File: config.mk
export PLATFORM = sky130hd
export DESIGN_NAME = gf12_sram64_be_ctrl
export DESIGN_NICKNAME = d
export VERILOG_FILES = /design/src/rtl/gf12_sram_ctrl_pkg.sv /design/src/rtl/gf12_sram_ctrl_rsp_fifo.sv /design/src/rtl/gf12_sram64_be_ctrl.sv
export SDC_FILE = /design/constraint.sdc
export NUM_CORES = 1
export LEC_CHECK = 0
export CORE_AREA = 2 2 151 153
export CTS_CLUSTER_DIAMETER = 150
export DETAILED_ROUTE_END_ITERATION = 8
export DIE_AREA = 0 0 153 155
export GPL_TIMING_DRIVEN = 1
export PLACE_DENSITY = 0.75
export REMOVE_ABC_BUFFERS = 1
export SKIP_LAST_GASP = 1
export SYNTH_ARGS = -nofsm -noshare
export SYNTH_HDL_FRONTEND = slang
export SYNTH_SLANG_ARGS = --single-unit
export TNS_END_PERCENT = 100
File: constraint.sdc
create_clock -name CLK -period 10 [get_ports CLK]
set_input_delay 3 -clock CLK [delete_from_list [all_inputs] [get_ports CLK]]
set_output_delay 3 -clock CLK [all_outputs]
set_load 0.01 [all_outputs]
File: src/rtl/gf12_sram_ctrl_pkg.sv
// Shared defaults, grant encoding and byte-enable expansion for the GF12 SRAM
// request controller (gf12_sram64_be_ctrl and its response FIFO).
package gf12_sram_ctrl_pkg;

    localparam int ADDR_W_DEF = 13;
    localparam int DATA_W_DEF = 64;
    localparam int BE_W_DEF   = DATA_W_DEF / 8;

    typedef enum logic {
        GNT_WRITE = 1'b0,
        GNT_READ  = 1'b1
    } grant_e;

    // The macro masks per bit; each byte enable fans out to its eight bits.
    function automatic logic [DATA_W_DEF-1:0] be_to_bitmask(input logic [BE_W_DEF-1:0] be);
        logic [DATA_W_DEF-1:0] mask;
        mask = {DATA_W_DEF{1'b0}};
        for (int i = 0; i < BE_W_DEF; i++) begin
            mask[8*i +: 8] = {8{be[i]}};
        end
        return mask;
    endfunction

endpackage

File: src/rtl/gf12_sram_ctrl_rsp_fifo.sv
// In-order read-response buffer: circular DATA_W x RSP_DEPTH store with
// occupancy count. flush_i is the only clear and also serves as reset.
module gf12_sram_ctrl_rsp_fifo
    import gf12_sram_ctrl_pkg::*;
#(
    parameter int DATA_W    = DATA_W_DEF,
    parameter int RSP_DEPTH = 2,
    localparam int CNT_W    = $clog2(RSP_DEPTH + 1),
    localparam int PTR_W    = (RSP_DEPTH > 1) ? $clog2(RSP_DEPTH) : 1
) (
    input  logic              clk_i,
    input  logic              flush_i,
    input  logic              push_i,
    input  logic [DATA_W-1:0] push_data_i,
    input  logic              pop_i,
    output logic [CNT_W-1:0]  count_o,
    output logic              empty_o,
    output logic              full_o,
    output logic [DATA_W-1:0] head_o
);

    logic [DATA_W-1:0] mem_q [RSP_DEPTH];
    logic [PTR_W-1:0]  wr_ptr_q;
    logic [PTR_W-1:0]  wr_ptr_d;
    logic [PTR_W-1:0]  rd_ptr_q;
    logic [PTR_W-1:0]  rd_ptr_d;
    logic [CNT_W-1:0]  count_q;
    logic [CNT_W-1:0]  count_d;
    logic              do_push_s;
    logic              do_pop_s;

    function automatic logic [PTR_W-1:0] ptr_inc(input logic [PTR_W-1:0] p);
        logic [PTR_W-1:0] n;
        if (p == PTR_W'(RSP_DEPTH - 1)) begin
            n = {PTR_W{1'b0}};
        end else begin
            n = p + PTR_W'(1);
        end
        return n;
    endfunction

    // Occupancy flags, qualified push/pop and pointer/count next state.
    always_comb begin
        empty_o   = (count_q == {CNT_W{1'b0}});
        full_o    = (count_q == CNT_W'(RSP_DEPTH));
        count_o   = count_q;
        head_o    = mem_q[rd_ptr_q];
        do_pop_s  = pop_i & ~empty_o;
        // A simultaneous pop frees the slot, so a full FIFO may still take a push.
        do_push_s = push_i & (~full_o | do_pop_s);
        wr_ptr_d  = do_push_s ? ptr_inc(wr_ptr_q) : wr_ptr_q;
        rd_ptr_d  = do_pop_s  ? ptr_inc(rd_ptr_q) : rd_ptr_q;
        case ({do_push_s, do_pop_s})
            2'b10:   count_d = count_q + CNT_W'(1);
            2'b01:   count_d = count_q - CNT_W'(1);
            default: count_d = count_q;
        endcase
    end

    // Storage, pointers and count; flush empties the buffer.
    always_ff @(posedge clk_i) begin
        if (flush_i) begin
            wr_ptr_q <= {PTR_W{1'b0}};
            rd_ptr_q <= {PTR_W{1'b0}};
            count_q  <= {CNT_W{1'b0}};
            for (int i = 0; i < RSP_DEPTH; i++) begin
                mem_q[i] <= {DATA_W{1'b0}};
            end
        end else begin
            wr_ptr_q <= wr_ptr_d;
            rd_ptr_q <= rd_ptr_d;
            count_q  <= count_d;
            if (do_push_s) begin
                mem_q[wr_ptr_q] <= push_data_i;
            end
        end
    end

endmodule

File: src/rtl/gf12_sram64_be_ctrl.sv
// Request-side controller for the GF12 13-bit x 64-bit bit-masked SRAM wrapper.
// Optional performance counters are built when GF12_SRAM_CTRL_PERF_EN is defined.
module gf12_sram64_be_ctrl
    import gf12_sram_ctrl_pkg::*;
#(
    parameter int ADDR_W    = ADDR_W_DEF,
    parameter int DATA_W    = DATA_W_DEF,
    parameter int RSP_DEPTH = 2
) (
    input  logic                CLK,
    input  logic                RST,
    input  logic                wr_valid,
    output logic                wr_ready,
    input  logic [ADDR_W-1:0]   wr_addr,
    input  logic [DATA_W-1:0]   wr_data,
    input  logic [DATA_W/8-1:0] wr_be,
    input  logic                rd_req_valid,
    output logic                rd_req_ready,
    input  logic [ADDR_W-1:0]   rd_req_addr,
    output logic                rd_rsp_valid,
    input  logic                rd_rsp_ready,
    output logic [DATA_W-1:0]   rd_rsp_data,
    output logic                CE0,
    output logic [ADDR_W-1:0]   A0,
    output logic [DATA_W-1:0]   D0,
    output logic                WE0,
    output logic [DATA_W-1:0]   WEM0,
    output logic                CE1,
    output logic [ADDR_W-1:0]   A1,
    input  logic [DATA_W-1:0]   Q1
`ifdef GF12_SRAM_CTRL_PERF_EN
    ,
    output logic [31:0]         perf_wr_cnt,
    output logic [31:0]         perf_rd_cnt,
    output logic [31:0]         perf_stall_cnt
`endif
);

    localparam int CNT_W = $clog2(RSP_DEPTH + 1);
    localparam int CRD_W = CNT_W + 1;

    logic [CNT_W-1:0]  fifo_count_s;
    logic              fifo_empty_s;
    logic              fifo_full_s;
    logic [DATA_W-1:0] fifo_head_s;
    logic              push_s;
    logic              pop_s;
    logic [CRD_W-1:0]  credit_s;
    logic              rd_ok_s;
    logic              wr_elig_s;
    logic              rd_elig_s;
    logic              wr_gnt_s;
    logic              rd_gnt_s;
    logic              wr_access_s;
    logic [DATA_W-1:0] wem_s;
    logic              inflight_q;
    logic              inflight_d;
    grant_e            last_grant_q;
    grant_e            last_grant_d;

    // Response side, read credit and the write/read arbiter.
    always_comb begin
        rd_rsp_valid = ~fifo_empty_s & ~RST;
        pop_s        = rd_rsp_valid & rd_rsp_ready;
        rd_rsp_data  = rd_rsp_valid ? fifo_head_s : {DATA_W{1'b0}};
        // Count the read already in the macro and the slot freed by this cycle's pop.
        credit_s     = CRD_W'(fifo_count_s) + CRD_W'(inflight_q) - CRD_W'(pop_s);
        rd_ok_s      = (credit_s < CRD_W'(RSP_DEPTH));
        wr_elig_s    = wr_valid & ~RST;
        rd_elig_s    = rd_req_valid & rd_ok_s & ~RST;
        wr_gnt_s     = 1'b0;
        rd_gnt_s     = 1'b0;
        if (wr_elig_s && rd_elig_s) begin
            if (last_grant_q == GNT_WRITE) begin
                rd_gnt_s = 1'b1;
            end else begin
                wr_gnt_s = 1'b1;
            end
        end else begin
            wr_gnt_s = wr_elig_s;
            rd_gnt_s = rd_elig_s;
        end
        // An all-zero byte enable completes the handshake without touching the macro.
        wr_access_s  = wr_gnt_s & (wr_be != {(DATA_W/8){1'b0}});
    end

    assign wem_s = DATA_W'(be_to_bitmask(BE_W_DEF'(wr_be)));

    // SRAM pins follow the grant in the same cycle and rest at zero.
    always_comb begin
        wr_ready     = wr_gnt_s;
        rd_req_ready = rd_gnt_s;
        CE0          = wr_access_s;
        WE0          = wr_access_s;
        A0           = wr_access_s ? wr_addr : {ADDR_W{1'b0}};
        D0           = wr_access_s ? wr_data : {DATA_W{1'b0}};
        WEM0         = wr_access_s ? wem_s   : {DATA_W{1'b0}};
        CE1          = rd_gnt_s;
        A1           = rd_gnt_s ? rd_req_addr : {ADDR_W{1'b0}};
    end

    // Next state for the in-flight read marker and the fairness pointer.
    always_comb begin
        inflight_d = rd_gnt_s;
        if (wr_access_s) begin
            last_grant_d = GNT_WRITE;
        end else if (rd_gnt_s) begin
            last_grant_d = GNT_READ;
        end else begin
            last_grant_d = last_grant_q;
        end
    end

    // In-flight read and last-grant registers.
    always_ff @(posedge CLK) begin
        if (RST) begin
            inflight_q   <= 1'b0;
            last_grant_q <= GNT_WRITE;
        end else begin
            inflight_q   <= inflight_d;
            last_grant_q <= last_grant_d;
        end
    end

    // Q1 is captured the cycle after CE1; a read in flight across reset is dropped.
    assign push_s = inflight_q & ~RST;

    gf12_sram_ctrl_rsp_fifo #(
        .DATA_W    (DATA_W),
        .RSP_DEPTH (RSP_DEPTH)
    ) u_rsp_fifo (
        .clk_i       (CLK),
        .flush_i     (RST),
        .push_i      (push_s),
        .push_data_i (Q1),
        .pop_i       (pop_s),
        .count_o     (fifo_count_s),
        .empty_o     (fifo_empty_s),
        .full_o      (fifo_full_s),
        .head_o      (fifo_head_s)
    );

`ifdef GF12_SRAM_CTRL_PERF_EN
    logic [31:0] perf_wr_q;
    logic [31:0] perf_wr_d;
    logic [31:0] perf_rd_q;
    logic [31:0] perf_rd_d;
    logic [31:0] perf_stall_q;
    logic [31:0] perf_stall_d;
    logic        stall_s;

    // Counters advance on issued SRAM accesses and on any cycle a valid request waits.
    always_comb begin
        stall_s      = (wr_valid & ~wr_ready) | (rd_req_valid & ~rd_req_ready);
        perf_wr_d    = perf_wr_q + {31'd0, CE0};
        perf_rd_d    = perf_rd_q + {31'd0, CE1};
        perf_stall_d = perf_stall_q + {31'd0, stall_s};
    end

    // Performance counter registers; they wrap naturally at 2^32.
    always_ff @(posedge CLK) begin
        if (RST) begin
            perf_wr_q    <= 32'd0;
            perf_rd_q    <= 32'd0;
            perf_stall_q <= 32'd0;
        end else begin
            perf_wr_q    <= perf_wr_d;
            perf_rd_q    <= perf_rd_d;
            perf_stall_q <= perf_stall_d;
        end
    end

    assign perf_wr_cnt    = perf_wr_q;
    assign perf_rd_cnt    = perf_rd_q;
    assign perf_stall_cnt = perf_stall_q;
`endif

endmodule

==> metrics.txt, run 1 <==
reg2reg path depth 4; share of the synthesized area in the top cell type a little over half; cell with the most instances after synthesis and2_1; GRT Max-Usage Layer met2; compound-cell area share of the yosys netlist 0.933%; status finished, final reports clean; largest net degree at the start of global routing slightly below 90; post-synthesis mux area share under 10%; vias 5800; simple-gate area share of the yosys netlist around a quarter; unrepaired setup endpoints after global routing false; Synth-to-Final Area Change 60.5%; hold_buf cts 0; Clk network pwr share between 40% and 50%; Commonest cells post-synth 151 x and2_1, 128 x edfxtp_1, 77 x and3_1, 68 x nor2_1, 67 x mux2i_1; latest clock arrival within the worst-skew pair around 400 ps; Cells after Synth 640; met2 Usage GRT between 30% and 40%; CP Launch Type input port; Initial Util around 33%; NetSw 0.359 mW; CP Max Fanout 87; crit path time final 9770 ps; power per cell area between 100 and 150 mW/mm^2; XOR/XNOR Fraction of Synth Area less than 1%; row cnt 55; DRT Pass-1 Iters 4; Netlist cell types 31; Reg clk slew, reported paths roughly 50 ps; Peak VDD IR 101 uV; Synth area leader edfxtp_1; Bufs on Longest Clock Path 2; critical path class in2out; DR DRC count 0; Post-synth EDFFs about 130; # nets final around 1100; Final Hold Viols 0; width of the die roughly 150 um; WHS Path Cells 1; Relative slew margins 28.7%; slowest stage cell on the critical path clkdlybuf4s50_1; Synth Flop Type edfxtp_1; met3 usage just over 9%; WL/cell around 19 um; part of the power in registers between 40% and 50%; post-route cell area approximately 0.012 sq mm; Net Sw Frac a little under a quarter; combinational power share 17.0%; #FFs+latches synth approximately 140; H-Tree Depth 4; Post-CTS Setup Repair Bufs 0; Die H roughly 160 um; drt via density around 4.6; initial antenna violation count 9; clock root cell clkbuf_16; die area 0.0237 sq mm; Max Freq just over 0.1 GHz; Post-Synth Adder-Cell Area 0.449%; global-route wire length before repair between 30000 and 40000 um; largest family of logic cells by synthesized area simple AND/OR/NAND/NOR gates; syn_area_per_cell approximately 11 sq um; internal power about 1.2 mW; vias in the first global route approximately 5900; Placer Congestion 0.893; Seq/Total Area, Yosys between 50 and 60%; final wirelength around 24000 um; initial DRC count about 280; fraction of layout cells with a size suffix above 1 approximately 5.3%; leakage approximately 4.4 nW; max cap viols 0; CP arrival around 6800 ps; Worst EP required ~7000 ps; placed cell area ~0.011 sq mm; met1 usage 25.7%; cell area after synthesis about 0.0072 sq mm; GRT Util Overall about a fifth; Post-synth ARST share 0%; Hold WC Path Type reg2reg; Post-Route Skew just over 10 ps; grt ovf 0; num ports roughly 400; Worst path max stage delay between 600 and 700 ps; Final Setup Violations 0; Pwr Total between 1.5 and 2 mW; Worst-Margin Slew approximately 1100 ps; worst-path cell chain clkdlybuf4s50_1, inv_1, o21ai_4, inv_1, and2_1, ha_1, nand2b_1, fa_1, xor2_1, o311a_4, and2_1, clkdlybuf4s50_1; Crit. End Element primary output; TritonCTS clock tree done; top post-synthesis cells by area edfxtp_1 53%, and2_1 13%, mux2i_1 9.3%; port bufs 390; Final Cycle Share between 90% and 100%; Final ANT Viol Nets 0; Core Region 0.0222 sq mm; final slew viol count 0; Synth warnings 0; CTS Sinks around 140; HPWL after detailed placement around 17000 um; CTS buffer count 17
==> through the flow <==
stage                     std cells  setup WS (ps)  utilization [%]  setup TNS, ps  hold WS, ps
after floorplan                 533          -1250                -        -132840          437
after global placement         1219          -3.72             49.4          -13.2          443
after detailed placement       1219          -80.3             49.4           -897          451
after CTS                      1251            276             52.2              0          470
after global routing           1252           62.0             52.2              0          493
final                          1258            227             52.3              0          464
==> cell usage in the layout, fill, tap and decap left out, drive strengths merged <==
cell type / count
clkdlybuf4s50: 390
and2: 151
edfxtp: 128
and3: 77
nor2: 68
mux2i: 67
clkbuf: 21
buf: 11
diode: 7
dfxtp: 7
inv: 6
clkinv: 5
nand2: 4
nor4b: 4
o21ai: 3
nand2b: 3
a21oi: 3
bufinv: 3
xor2: 2
or4: 2
o311a: 1
or2: 1
nor3b: 1
o21a: 1
o221a: 1
nor2b: 1
nor3: 1
a21o: 1
fa: 1
ha: 1
clkinvlp: 1
==> path summary, 6_finish.rpt <==
path | start | endpoint | slack [ps]
setup / recovery | RST | WEM0[55] | 230
hold / removal | u_rsp_fifo.rd_ptr_q | register | 460
setup reg to reg | u_rsp_fifo.count_o[1] | u_rsp_fifo.mem_q[0][53] | 7220
hold reg to reg | u_rsp_fifo.rd_ptr_q | register | 460
==> cell type report <==
cell class              count  area, sq um
diodes                      7         17.5
clock buffers              21          460
clock inverters            11          148
fillers                  1951        10600
inverters                   4         15.0
multi-input cells         394         2650
flip-flops and latches    135         3990
well taps                 285          357
repair buffers            401         3990
==> cell families after synthesis <==
family                     count (synthesis)
AOI/OAI and AO/OA                         10
xor gates and xnor gates                   2
adders and majority gates                  2
buffers and inverters                    111
DFF                                      135
muxes                                     67
and+or+nand+nor                          313
==> worst max-delay path: cells and delay by family <==
family | cells | cell delay (ps)
adders and majority gates | 2 | 670
and+or+nand+nor | 3 | 830
xor gates and xnor gates | 1 | 250
AOI/OAI and AO/OA | 2 | 680
buffers and inverters | 4 | 1260
==> repair_timing <==
action	CTS	global route
gates resized for setup	1	0
endpoints found under the setup margin	28	0
endpoints found under the hold margin	0	0
==> state kept, by name, summed over array words and instances, names as in the netlist, named ones only <==
name and cells:
inflight_q 1, last_grant_q 1, u_rsp_fifo.rd_ptr_q 1, u_rsp_fifo.count_o 2, u_rsp_fifo.mem_q 128, u_rsp_fifo.wr_ptr_q 1
==> layer usage <==
layer  up-vias  share of wire [%]
li1       2779                  -
met1      2730                 43
met2       264                 45
met3        25                 11
met4         2                1.2
met5         -              0.046
==> power by group through the flow <==
| stage | clock network, mW | logic (mW) | registers (mW) |
|---|---|---|---|
| after CTS | 0.649 | 0.271 | 0.672 |
| final | 0.638 | 0.268 | 0.672 |
| after global placement | 0 | 0.267 | 0.682 |
| after global routing | 0.676 | 0.288 | 0.675 |
| after detailed placement | 0 | 0.269 | 0.684 |
| after floorplan | 0 | 0.0966 | 0.690 |
No activity file was read; power rests on OpenSTA's default activity.
==> run 2: changes to the inputs <==
--- a/config.mk
+++ b/config.mk
@@ -6,7 +6,7 @@
 export NUM_CORES = 1
 export LEC_CHECK = 0
 export CORE_AREA = 2 2 151 153
-export CTS_CLUSTER_DIAMETER = 150
+export CTS_CLUSTER_DIAMETER = 40
 export DETAILED_ROUTE_END_ITERATION = 8
 export DIE_AREA = 0 0 153 155
 export GPL_TIMING_DRIVEN = 1
==> results of run 2 <==
Same layout as run 1: the final DEF is identical, and so are final timing and power.
==> run 3: changes to the inputs <==
--- a/config.mk
+++ b/config.mk
@@ -5,12 +5,12 @@
 export SDC_FILE = /design/constraint.sdc
 export NUM_CORES = 1
 export LEC_CHECK = 0
-export CORE_AREA = 2 2 151 153
+export CORE_AREA = 2 2 153 155
+export CTS_BUF_LIST = sky130_fd_sc_hd__clkbuf_8
 export CTS_CLUSTER_DIAMETER = 40
 export DETAILED_ROUTE_END_ITERATION = 8
-export DIE_AREA = 0 0 153 155
-export GPL_TIMING_DRIVEN = 1
-export PLACE_DENSITY = 0.75
+export DIE_AREA = 0 0 155 157
+export PLACE_DENSITY = 0.74
 export REMOVE_ABC_BUFFERS = 1
 export SKIP_LAST_GASP = 1
 export SYNTH_ARGS = -nofsm -noshare
==> run 3 against run 2 <==
Effect of this change:
- sequential power is essentially flat
- critical path type unchanged
- maximum frequency grew 0.45%
- flip-flop and latch count is the same
- die area grew 2.6%
- largest power group unchanged
- critical path depth is the same
==> metrics.txt, run 3 (synthesis gave the netlist of run 1 again) <==
Final Setup Violations 0; Post-Route Skew 15.4 ps; final wirelength roughly 24000 um; WL/cell a little under 20 um; Peak VDD IR about 59 uV; commonest non-fill, non-tap cell in the layout clkdlybuf4s50_1; GRT Util Overall roughly a fifth; largest net degree at the start of global routing 88; Placer Congestion ~0.84; fraction of layout cells with a size suffix above 1 5.38%; utilization after layout between 50% and 60%; width of the die 155 um; power per cell area about 120 mW/mm^2; WHS Path Cells 1; met1 usage between 20% and 30%; Crit. End Element primary output; Reg clk slew, reported paths roughly 70 ps; hold_ws approximately 480 ps; grt ovf 0; Final Cycle Share a little over nine tenths; Post-CTS Setup Repair Bufs 0; Worst EP required ~7000 ps; Critical path destination WEM0[12]; num ports 391; hold_buf cts 0; drt via density between 4 and 5; Worst path max stage delay 650 ps; H-Tree Depth 4; Die H 157 um; CP Launch Type input port; die area about 0.024 sq mm; Reg-to-Reg Start u_rsp_fifo.count_o[1]; Synth-to-Final Area Change 57.8%; Relative slew margins about 28%; row cnt 55; CTS Sinks roughly 140; Core Region about 0.023 sq mm; max cap viols 0; # nets final 1123; Bufs on Longest Clock Path 2; reg2reg path depth 4; DRT Pass-1 Iters 4; CP Max Fanout 87; Reg2Reg Setup Slack roughly 7200 ps; latest clock arrival within the worst-skew pair about 440 ps; reg-to-reg critical path endpoint u_rsp_fifo.mem_q[0][53]; critical path class in2out; register area 0.00399 sq mm; slowest stage cell on the critical path o311a_4; Multi-input gate area 0.00265 sq mm; met3 usage under 10%; largest register by flop count u_rsp_fifo.mem_q; clock root cell clkbuf_8; global-route wire length before repair approximately 35000 um; Buf/Inv on CP 4; family with the most delay on the worst path buffers and inverters; met2 Usage GRT 31.4%; Final Hold Viols 0; DR DRC count 0; Initial Util 32.2%; port bufs between 300 and 400; vias in the first global route 5920; HPWL after detailed placement approximately 18000 um; placed cell area about 0.011 sq mm; Fill cells between 1500 and 2000; commonest non-fill, non-tap cells in the layout 389 x clkdlybuf4s50_1, 151 x and2_1, 128 x edfxtp_1; Crit path depth 12; initial antenna violation count 11; status finished, final reports clean; unrepaired setup endpoints after global routing false; Final ANT Viol Nets 0; post_cts resized 1; TritonCTS clock tree done; GRT Max-Usage Layer met2; max reg flops 128; leakage approximately 4.3 nW; initial DRC count about 370; CTS buffer count 17; Hold WC Path Type reg2reg; Max Freq around 0.10 GHz; post-route cell area 0.0114 sq mm; CP arrival between 6000 and 7000 ps; final slew viol count 0; Worst-Margin Slew about 1100 ps; vias 5790; crit path time final between 9000 and 10000 ps; worst-path cell chain clkdlybuf4s50_1, inv_1, o21ai_4, inv_1, and2_1, ha_1, nand2b_1, fa_1, nand2_1, o311a_4, and2_1, clkdlybuf4s50_1; CP Launch Point RST
==> run 3: cell count changes in the layout (fill, tap and decap cells not counted), sizes merged <==
cell,delta
buf,+2
clkbuf,-4
clkdlybuf4s50,-1
clkinv,-1
clkinvlp,+2
diode,-2
inv,+3
==> run 3: worst min path at each step <==
stage / slack [ps] / startpoint / end
finish: 480 / u_rsp_fifo.rd_ptr_q / u_rsp_fifo.rd_ptr_q
CTS: 480 / u_rsp_fifo.rd_ptr_q / u_rsp_fifo.rd_ptr_q
global placement: 460 / u_rsp_fifo.rd_ptr_q / u_rsp_fifo.rd_ptr_q
floorplan: 440 / u_rsp_fifo.rd_ptr_q / register
global route: 540 / u_rsp_fifo.rd_ptr_q / u_rsp_fifo.rd_ptr_q
detailed placement: 470 / u_rsp_fifo.rd_ptr_q / u_rsp_fifo.rd_ptr_q
==> run 3: where the power goes <==
group	internal (mW)	switching, mW	total (mW)
clock	0.248	0.224	0.472
sequential	0.657	0.0152	0.672
combinational	0.153	0.113	0.266
==> run 3: through the flow <==
step,power [mW],cells,setup TNS (ps),setup WS (ps)
global placement,0.949,1220,0,17.0
floorplan,0.787,533,-132840,-1250
CTS,1.43,1252,0,284
detailed placement,0.954,1220,-2510,-83.6
global route,1.47,1252,0,34.0
finish,1.41,1257,0,271
==> run 3: final cells by class <==
type | count | share of cell area (%)
timing repair buffer | 402 | 34.9
sequential | 135 | 34.9
multi-input combinational | 394 | 23.2
tap | 285 | 3.12
clock buffer | 17 | 2.05
clock inverter | 15 | 1.57
inverter | 4 | 0.131
antenna | 5 | 0.110
==> run 3: metal layers <==
layer  part of all wire, %  up-vias  routed length, um
met5                  0.25        -                 60
met1                    40     2736               9760
li1                      -     2773                  -
met2                    47      243              11500
met3                    11       28               2600
met4                   1.9       10                470
